$ cat config.mk
export PLATFORM = sky130hd
export DESIGN_NAME = square_duty_detector
export DESIGN_NICKNAME = d
export VERILOG_FILES = /design/src/rtl/square_duty_detector.sv
export SDC_FILE = /design/constraint.sdc
export NUM_CORES = 1
export LEC_CHECK = 0
export ABC_CLOCK_PERIOD_IN_PS = 11900
export CAP_MARGIN = 10
export CORE_MARGIN = 2
export CORE_UTILIZATION = 45
export DETAILED_ROUTE_END_ITERATION = 16
export HOLD_SLACK_MARGIN = 0.02
export PLACE_DENSITY = 0.67
export SYNTH_ARGS = -nofsm -noshare
export SYNTH_HDL_FRONTEND = slang
export SYNTH_SLANG_ARGS = --single-unit
$ cat constraint.sdc
create_clock -name i_clk -period 11.9 [get_ports i_clk]
set_clock_uncertainty 0.15 [all_clocks]
set_input_delay 1.785 -clock i_clk [delete_from_list [all_inputs] [get_ports i_clk]]
set_output_delay 1.785 -clock i_clk [all_outputs]
set_load 0.05 [all_outputs]
$ cat src/rtl/square_duty_detector.sv
// ============================================================================
// square_duty_detector
// ----------------------------------------------------------------------------
// Receive-side counterpart of the duty-selectable square-wave generator.
// Samples arrive in frames of FRAME_LEN. Within a frame the block counts the
// samples that lie strictly above LEVEL_TH. It then decodes that count into
// the generator duty code (0..10, i.e. 0%..100% in 10% steps). The block also
// reports whether the count hits the generator's exact threshold for that
// code, and it tracks how many consecutive frames decoded to the same code.
//
// Ports
//   i_clk       clock
//   i_rst       synchronous reset, active-high
//   i_valid     sample strobe; i_data / i_sync only meaningful when high
//   i_data      16-bit signed sample
//   i_sync      frame marker (sample is frame index 0), qualified by i_valid
//   o_valid     one-cycle pulse, frame result valid
//   o_code      decoded duty code 0..10
//   o_high_cnt  high-sample count of the last completed frame
//   o_exact     o_high_cnt equals the generator threshold for o_code
//   o_locked    code has been stable for LOCK_FRAMES complete frames
//   o_err       one-cycle pulse, frame aborted by a sync at a non-zero index
// ============================================================================
module square_duty_detector #(
    parameter int                 FRAME_LEN   = 1024,
    parameter logic signed [15:0] LEVEL_TH    = 16'sh1000,
    parameter int                 LOCK_FRAMES = 2,
    localparam int                CNT_W       = $clog2(FRAME_LEN + 1)
) (
    input  logic             i_clk,
    input  logic             i_rst,
    input  logic             i_valid,
    input  logic [15:0]      i_data,
    input  logic             i_sync,
    output logic             o_valid,
    output logic [3:0]       o_code,
    output logic [CNT_W-1:0] o_high_cnt,
    output logic             o_exact,
    output logic             o_locked,
    output logic             o_err
);

    // ------------------------------------------------------------------------
    // Local constants
    // ------------------------------------------------------------------------
    localparam int IDX_W    = (FRAME_LEN > 1) ? $clog2(FRAME_LEN) : 1;
    localparam int LOCK_W   = 4;
    localparam int NUM_CODE = 10;

    localparam logic [IDX_W-1:0]  IDX_LAST = IDX_W'(FRAME_LEN - 1);
    localparam logic [LOCK_W-1:0] LOCK_MAX = '1;
    localparam logic [LOCK_W-1:0] LOCK_REQ = LOCK_W'(LOCK_FRAMES);

    // Lowest count that decodes to code k (k = 1..10). The decision point is
    // placed midway between two neighbouring generator thresholds, so a
    // filtered waveform with a few edge samples smeared still decodes
    // correctly.
    function automatic logic [CNT_W-1:0] code_min_cnt(input int k);
        return CNT_W'(((2 * k - 1) * FRAME_LEN) / 20);
    endfunction

    // Exact number of high samples the generator emits for code k.
    function automatic logic [CNT_W-1:0] code_target_cnt(input int k);
        return CNT_W'((k * 10 * FRAME_LEN) / 100);
    endfunction

    // ------------------------------------------------------------------------
    // State
    // ------------------------------------------------------------------------
    typedef enum logic {
        ST_SEARCH = 1'b0,   // waiting for the first qualified sync
        ST_RUN    = 1'b1    // framing established, counting samples
    } state_t;

    state_t             state_q,     state_d;
    logic [IDX_W-1:0]   idx_q,       idx_d;
    logic [CNT_W-1:0]   cnt_q,       cnt_d;
    logic [LOCK_W-1:0]  lock_cnt_q,  lock_cnt_d;
    logic [3:0]         prev_code_q, prev_code_d;

    logic               valid_q,     valid_d;
    logic [3:0]         code_q,      code_d;
    logic [CNT_W-1:0]   high_cnt_q,  high_cnt_d;
    logic               exact_q,     exact_d;
    logic               locked_q,    locked_d;
    logic               err_q,       err_d;

    // ------------------------------------------------------------------------
    // Per-sample datapath
    // ------------------------------------------------------------------------
    logic             sample_hi;
    logic [CNT_W-1:0] cnt_inc;
    logic             early_sync;
    logic             frame_last;

    assign sample_hi  = ($signed(i_data) > LEVEL_TH);
    // The count in front of the final sample never exceeds FRAME_LEN-1, so
    // this increment cannot wrap.
    assign cnt_inc    = cnt_q + CNT_W'(sample_hi);
    // A sync at index 0 is an ordinary frame start. A sync at any other index,
    // including the final one, breaks the frame.
    assign early_sync = i_valid && i_sync && (idx_q != '0);
    assign frame_last = (idx_q == IDX_LAST);

    // ------------------------------------------------------------------------
    // Duty-code decode of the count that includes the current sample
    // ------------------------------------------------------------------------
    logic [3:0] dec_code;
    logic       dec_exact;

    always_comb begin
        dec_code = '0;
        for (int k = 1; k <= NUM_CODE; k++) begin
            if (cnt_inc >= code_min_cnt(k)) begin
                dec_code = dec_code + 4'd1;
            end
        end

        dec_exact = 1'b0;
        for (int k = 0; k <= NUM_CODE; k++) begin
            if ((dec_code == 4'(k)) && (cnt_inc == code_target_cnt(k))) begin
                dec_exact = 1'b1;
            end
        end
    end

    // ------------------------------------------------------------------------
    // Next-state logic
    // ------------------------------------------------------------------------
    // NOTE: every signal written here gets a default before the case
    // statement. Any path that leaves a signal unassigned would infer a latch.
    always_comb begin
        state_d     = state_q;
        idx_d       = idx_q;
        cnt_d       = cnt_q;
        lock_cnt_d  = lock_cnt_q;
        prev_code_d = prev_code_q;
        valid_d     = 1'b0;
        err_d       = 1'b0;
        code_d      = code_q;
        high_cnt_d  = high_cnt_q;
        exact_d     = exact_q;
        locked_d    = locked_q;

        unique case (state_q)
            ST_SEARCH: begin
                if (i_valid && i_sync) begin
                    // The sync sample is index 0 of the first frame and is
                    // counted like any other sample.
                    state_d = ST_RUN;
                    idx_d   = IDX_W'(1);
                    cnt_d   = CNT_W'(sample_hi);
                end
            end

            ST_RUN: begin
                if (i_valid) begin
                    if (early_sync) begin
                        // Drop the broken frame and restart framing on this
                        // sample. Lock history is discarded with the frame.
                        idx_d      = IDX_W'(1);
                        cnt_d      = CNT_W'(sample_hi);
                        err_d      = 1'b1;
                        lock_cnt_d = '0;
                        locked_d   = 1'b0;
                    end else if (frame_last) begin
                        idx_d       = '0;
                        cnt_d       = '0;
                        valid_d     = 1'b1;
                        high_cnt_d  = cnt_inc;
                        code_d      = dec_code;
                        exact_d     = dec_exact;
                        prev_code_d = dec_code;

                        // A zero lock count marks the first frame after
                        // SEARCH or an abort. That frame starts a new run
                        // regardless of the remembered code.
                        if ((lock_cnt_q == '0) || (dec_code == prev_code_q)) begin
                            lock_cnt_d = (lock_cnt_q == LOCK_MAX) ? lock_cnt_q
                                                                  : lock_cnt_q + 1'b1;
                        end else begin
                            lock_cnt_d = LOCK_W'(1);
                        end
                        locked_d = (lock_cnt_d >= LOCK_REQ);
                    end else begin
                        idx_d = idx_q + 1'b1;
                        cnt_d = cnt_inc;
                    end
                end
            end

            default: begin
                state_d = ST_SEARCH;
            end
        endcase
    end

    // ------------------------------------------------------------------------
    // Registers
    // ------------------------------------------------------------------------
    // NOTE: sequential state uses non-blocking assignments only. Every flop
    // then samples its _d value from before the edge, whatever order the
    // statements appear in.
    always_ff @(posedge i_clk) begin
        if (i_rst) begin
            state_q     <= ST_SEARCH;
            idx_q       <= '0;
            cnt_q       <= '0;
            lock_cnt_q  <= '0;
            prev_code_q <= '0;
            valid_q     <= 1'b0;
            code_q      <= '0;
            high_cnt_q  <= '0;
            exact_q     <= 1'b0;
            locked_q    <= 1'b0;
            err_q       <= 1'b0;
        end else begin
            state_q     <= state_d;
            idx_q       <= idx_d;
            cnt_q       <= cnt_d;
            lock_cnt_q  <= lock_cnt_d;
            prev_code_q <= prev_code_d;
            valid_q     <= valid_d;
            code_q      <= code_d;
            high_cnt_q  <= high_cnt_d;
            exact_q     <= exact_d;
            locked_q    <= locked_d;
            err_q       <= err_d;
        end
    end

    // ------------------------------------------------------------------------
    // Outputs
    // ------------------------------------------------------------------------
    assign o_valid    = valid_q;
    assign o_code     = code_q;
    assign o_high_cnt = high_cnt_q;
    assign o_exact    = exact_q;
    assign o_locked   = locked_q;
    assign o_err      = err_q;

endmodule

==> results.ini <==
[run_status]
status = complete, no violations

[critical_path]
timing.critical_path.depth = 42
rr_worst_depth = 37
critPathLaunch = i_data[10]
r2r_start = cnt_q[0]
path_class = in2reg
arrival_ns = 11.04
cpMostUsedCell = ha_1
slowest_stage = ha_1
crit_fanout = 15
critical-path-top-delay-family = adder cells
crit_buf_inv = 7
cp.required_ns = 11.98
start_kind = primary input
cpPeakStageDelay_ns = 0.55
end_kind = flip-flop

[timing]
final-setup-viol-count = 0
fin_tns_setup_ns = 0
max_slew_margin_pct = 22.11
final_hold_viol_count = 0
clock.fmax_ghz = 0.09132
rsz0062_at_grt = false
min_period_ns = 10.95
post-route-period-util_pct = 92.02
tightest_slew_ns = 1.167
final_max_slew_viol_count = 0

[final_layout]
antenna_cells = 0
layout.nets = 579
final_area_sq_um = 4612
layout-drive-gt1-share_pct = 8.257
area_delta_synth_final_pct = 12.52

[pwr]
switchingPower_mw = 0.06759
pwr-share-seq_pct = 51.0
p_int_mw = 0.2311
p_comb_share_pct = 8.4
irDropWorstVdd_mv = 0.04426
switching_share_pct = 22.63
clockPowerShare_pct = 40.6
power.leakage_nw = 1.728
power.density_nw_per_um2 = 64.76

[hold_path]
hp-class = reg2reg
hold_depth = 2
min_from = o_locked

[detailed_routing]
final_antenna_net_count = 0
wire_per_inst_microns = 16.44
vias_per_cell = 6.294
drc = 0
dr.pass1.iters = 6
vias = 4110
wl_microns = 10740
drt_iter0_markers = 232

[grt]
gr-total-overflow = 0
grt_pass1_vias = 3686
grt_max_degree = 42
grt_pass1_wl_microns = 17800
antenna_found_initial = 0
grt_use_total_pct = 21.76

[floorplan]
fp-row-count = 34
io_pins = 39
die_w_microns = 99.44
die_h_microns = 99.44
fp.dieArea_sq_um = 9888
start_util_pct = 46.77
coreArea_sq_um = 8763

[synthesis]
yosysWarnings = 0
yosys.area.top_type = dfxtp_1
synth_top_area_share_pct = 21.98
synth_ff_type = dfxtp_1
avgSynthCellArea_sq_um = 7.793
seq_area_frac_synth_pct = 21.98
ys_types = 81
netlist_area_sq_um = 4099
synth-edff-count = 0
synthCells = 526
ys_ff_latch = 45
async_flop_share_pct = 0
synth_area_leaders = dfxtp_1 22%, nor2_1 5.6%, ha_1 4.6%
synth_nets = 561

[placed_design]
gp_congestion = 0.9285
dpl.hpwl_microns = 8000
port-buffer-count = 38
place_area_sq_um = 4484

[cts]
numCtsBuffers = 5
clockBufferDepth = 2
clock_sinks = 45
clkLatencyLatePin_ns = 0.30
cts_tree = built
cts_setup_buffers = 0
path_clk_slew_ns = 0.08
clockRootBuffer = clkbuf_8
htreeDepth = 2
cts_resized = 0
hold_buffers = 0

[run]
cap_violations = 0

[stage by stage]
| stage | worst slack [ns] | power (mW) | hold WS [ns] | instances | utilization [%] |
|---|---|---|---|---|---|
| floorplan | 2.112 | 0.1687 | 0.3050 | 526 | - |
| global placement | 1.103 | 0.1797 | 0.3070 | 644 | 51.17 |
| detailed placement | 0.7315 | 0.1801 | 0.3043 | 644 | 51.17 |
| CTS | 0.9917 | 0.3012 | 0.3221 | 652 | 52.50 |
| global route | 0.3157 | 0.3110 | 0.3759 | 653 | 52.63 |
| finish | 0.9492 | 0.2986 | 0.3149 | 653 | 52.63 |
[cell usage in the layout (no fill, tap or decap), types with 13 or more instances in the layout]
cell | synthesis | layout
a211oi_1 | 15 | 15
a21oi_1 | 29 | 29
and3_1 | 14 | 14
clkdlybuf4s50_1 | 0 | 38
dfxtp_1 | 45 | 45
ha_1 | 15 | 15
inv_1 | 20 | 20
mux2i_1 | 14 | 14
nand2_1 | 38 | 38
nand3_1 | 19 | 19
nor2_1 | 61 | 60
nor3_1 | 13 | 13
nor4_1 | 14 | 14
o21ai_0 | 16 | 16
xnor2_1 | 20 | 20
[power by group through the flow]
| stage | sequential (mW) | combinational, mW | clock (mW) |
|---|---|---|---|
| 6_report | 0.152 | 0.0250 | 0.121 |
| 5_1_grt | 0.153 | 0.0273 | 0.131 |
| 4_1_cts | 0.152 | 0.0243 | 0.125 |
| 3_5_place_dp | 0.156 | 0.0243 | 0 |
| 3_3_place_gp | 0.156 | 0.0239 | 0 |
| 2_1_floorplan | 0.155 | 0.0134 | 0 |
[area by class of cell]
type	instances	area, sq um
clock buffer	7	86.33
sequential	45	900.9
fill	839	4151
inverter	21	78.83
multi-input combinational	428	2959
timing repair buffer	43	421.7
tap	108	135.1
clock inverter	1	30.03
[cell families (layout without fill, tap and decap cells)]
| kind of cell | Yosys count | count (layout) | synth area share (%) |
|---|---|---|---|
| flip-flops | 45 | 45 | 21.98 |
| AND/OR/NAND/NOR | 218 | 218 | 28.63 |
| adder cells (fa/ha/maj) | 15 | 15 | 4.579 |
| XOR/XNOR | 29 | 29 | 7.631 |
| AO/OA/AOI/OAI | 148 | 148 | 26.62 |
| buffers and inverters | 53 | 72 | 5.891 |
| multiplexers | 18 | 18 | 4.670 |
[routing by layer]
metal	global-route usage (%)	routed length [microns]
met5	0	0
met4	5.269	148
met2	36.38	5076
met3	2.952	587
met1	29.78	4922
[cell usage after synthesis (4+ instances only)]
master	n
nor2_1	61
dfxtp_1	45
nand2_1	38
a21oi_1	29
clkbuf_1	20
inv_1	20
xnor2_1	20
nand3_1	19
o21ai_0	16
a211oi_1	15
ha_1	15
and3_1	14
mux2i_1	14
nor4_1	14
nor3_1	13
a22oi_1	9
a31oi_1	9
a311oi_1	7
nor3b_1	7
o31ai_1	7
and2_1	6
nand4_1	6
a41oi_1	5
o211ai_1	5
o22ai_1	5
o32ai_1	5
xor2_1	5
a21o_1	4
buf_2	4
buf_4	4
nand3b_1	4
o21a_1	4
or2_2	4
[registers in the layout (all words and copies together) (netlist names), 4 cells and up]
| signal | count |
|---|---|
| cnt_q | 11 |
| o_high_cnt | 11 |
| idx_q | 10 |
| lock_cnt_q | 4 |
| o_code | 4 |
[path summary, 6_finish.rpt]
check	endpoint	slack, ns
setup / recovery	lock_cnt_q[2]	0.95
hold / removal	o_locked	0.31
setup reg to reg	lock_cnt_q[2]	2.91
hold reg to reg	o_locked	0.31
[worst reg2reg max path, delay by kind of cell, from the launching register on]
kind | cells | cell delay, ns
buffers and inverters | 6 | 0.50
AND/OR/NAND/NOR | 11 | 2.61
adder cells (fa/ha/maj) | 9 | 2.89
multiplexers | 2 | 0.72
flip-flops | 1 | 0.34
AO/OA/AOI/OAI | 6 | 0.93
XOR/XNOR | 3 | 0.79
No activity file was read; power rests on OpenSTA's default activity.
==> variant: new RTL, same flow settings <==
Make the reset (`i_rst`) asynchronous in one clocked block. Comments in the files are not updated.
--- a/src/rtl/square_duty_detector.sv
+++ b/src/rtl/square_duty_detector.sv
@@ -201,7 +201,7 @@
     // NOTE: sequential state uses non-blocking assignments only. Every flop
     // then samples its _d value from before the edge, whatever order the
     // statements appear in.
-    always_ff @(posedge i_clk) begin
+    always_ff @(posedge i_clk or posedge i_rst) begin
         if (i_rst) begin
             state_q     <= ST_SEARCH;
             idx_q       <= '0;
Behaviour: differs if i_rst is asserted again (counterexample within 4 cycles, from zero or initial values and one cycle with i_rst high); with i_rst held inactive, the same outputs for 10 cycles.
==> variant against the unedited design <==
- final area down 3.5%
- count of clock-buffer cells in the layout is 2 lower
- sequential share of layout area up 5.8 points
- area after synthesis down 4.7%
- critical path type unchanged
- register-to-register slack improved by 0.81 ns
- hold slack gained 0.023 ns
- sequential cell count unchanged
- critical endpoint is now lock_cnt_q[3]$_DFFE_PP0P_
- wire length fell by 7.4%
- setup slack gained 0.65 ns
Power is not compared: it rests on default switching activity, and its combinational part moved more than twofold at a synthesized area within 25%.
==> variant: results <==
export IMPL_htree_levels=2
export IMPL_grt_pass1_wl_mm=17.1
export IMPL_port_buffers=38
export IMPL_first_pass_iters=5
export IMPL_slowest_delay_ns=0.41
export IMPL_ys_top_cells_by_area="dfrtp_1, nand2_1, xnor2_1"
export IMPL_yosysSeqAreaShare=0.288
export IMPL_ys_top_cells_by_count="nand2_1, o21ai_0, dfrtp_1, nor2_1, xnor2_1"
export IMPL_critPathMaxFanout=16
export IMPL_nets=551
export IMPL_critPathLaunch="i_data[7]"
export IMPL_ys_flop_type="dfrtp_1"
export IMPL_synth_cell_types=64
export IMPL_dp_cells=613
export IMPL_syn_nets=527
export IMPL_grt_pass1_vias=3546
export IMPL_drive_gt1_frac=0.0620
export IMPL_grtUsageTotal=0.214
export IMPL_pre_cts_ws_ns=1.41
export IMPL_vias_per_cell=5.99
export IMPL_r2r_start="cnt_q[0]$_DFFE_PP0P_"
export IMPL_r2r_cells=31
export IMPL_hold_start="o_high_cnt[9]$_DFFE_PP0P_"
export IMPL_syn_area_per_cell_um2=7.96
export IMPL_rrSetupSlack_ns=3.72
export IMPL_outcome="finished, final reports clean"
export IMPL_grt_max_degree=46
export IMPL_drtIter0Drc=270
export IMPL_fin_cells=621
export IMPL_gp_congestion=0.906
export IMPL_swShare=0.326
export IMPL_hpwl_mm=7.31
export IMPL_tightest_slew_ns=0.956
export IMPL_min_to="o_high_cnt[9]$_DFFE_PP0P_"
## variant: worst max-delay path, delay by kind of cell
family / cells / cell delay (ns)
AND/OR/NAND/NOR: 13 / 2.74
adder cells (fa/ha/maj): 7 / 2.16
AO/OA/AOI/OAI: 8 / 1.90
XOR/XNOR: 6 / 1.12
buffers and inverters: 2 / 0.62
## variant: kinds of logic (layout without fill, tap and decap cells)
family                   after synthesis  after routing  share of synthesized area
AO/OA/AOI/OAI                        135            135                      0.224
adder cells (fa/ha/maj)               16             16                     0.0512
XOR/XNOR                              46             46                      0.122
flip-flops                            45             45                      0.288
multiplexers                           4              4                     0.0106
AND/OR/NAND/NOR                      203            203                      0.259
buffers and inverters                 42             67                     0.0455
## variant: metal layers
metal / GRT usage / wire [um] / vias up
li1: - / - / 1836
met1: 0.303 / 4680 / 1751
met2: 0.351 / 4710 / 122
met3: 0.0324 / 496 / 10
met4: 0.0379 / 61 / 0
met5: 0 / 0 / -
## variant: power groups by stage
stage | Sequential [mW] | Clock [mW] | Combinational [mW]
detailed placement | 0.183 | 0 | 0.0891
global route | 0.183 | 0.131 | 0.102
floorplan | 0.177 | 0 | 0.0694
CTS | 0.180 | 0.125 | 0.0899
global placement | 0.182 | 0 | 0.0870
finish | 0.180 | 0.121 | 0.0909
## variant: final cells by class
type	instances	area, um2	share of cell area
Tap cell	105	131	0.0295
Sequential cell	45	1130	0.253
Timing Repair Buffer	43	418	0.0939
Inverter	16	60.1	0.0135
Clock inverter	3	43.8	0.00984
Multi-Input combinational cell	404	2600	0.585
Clock buffer	5	68.8	0.0155
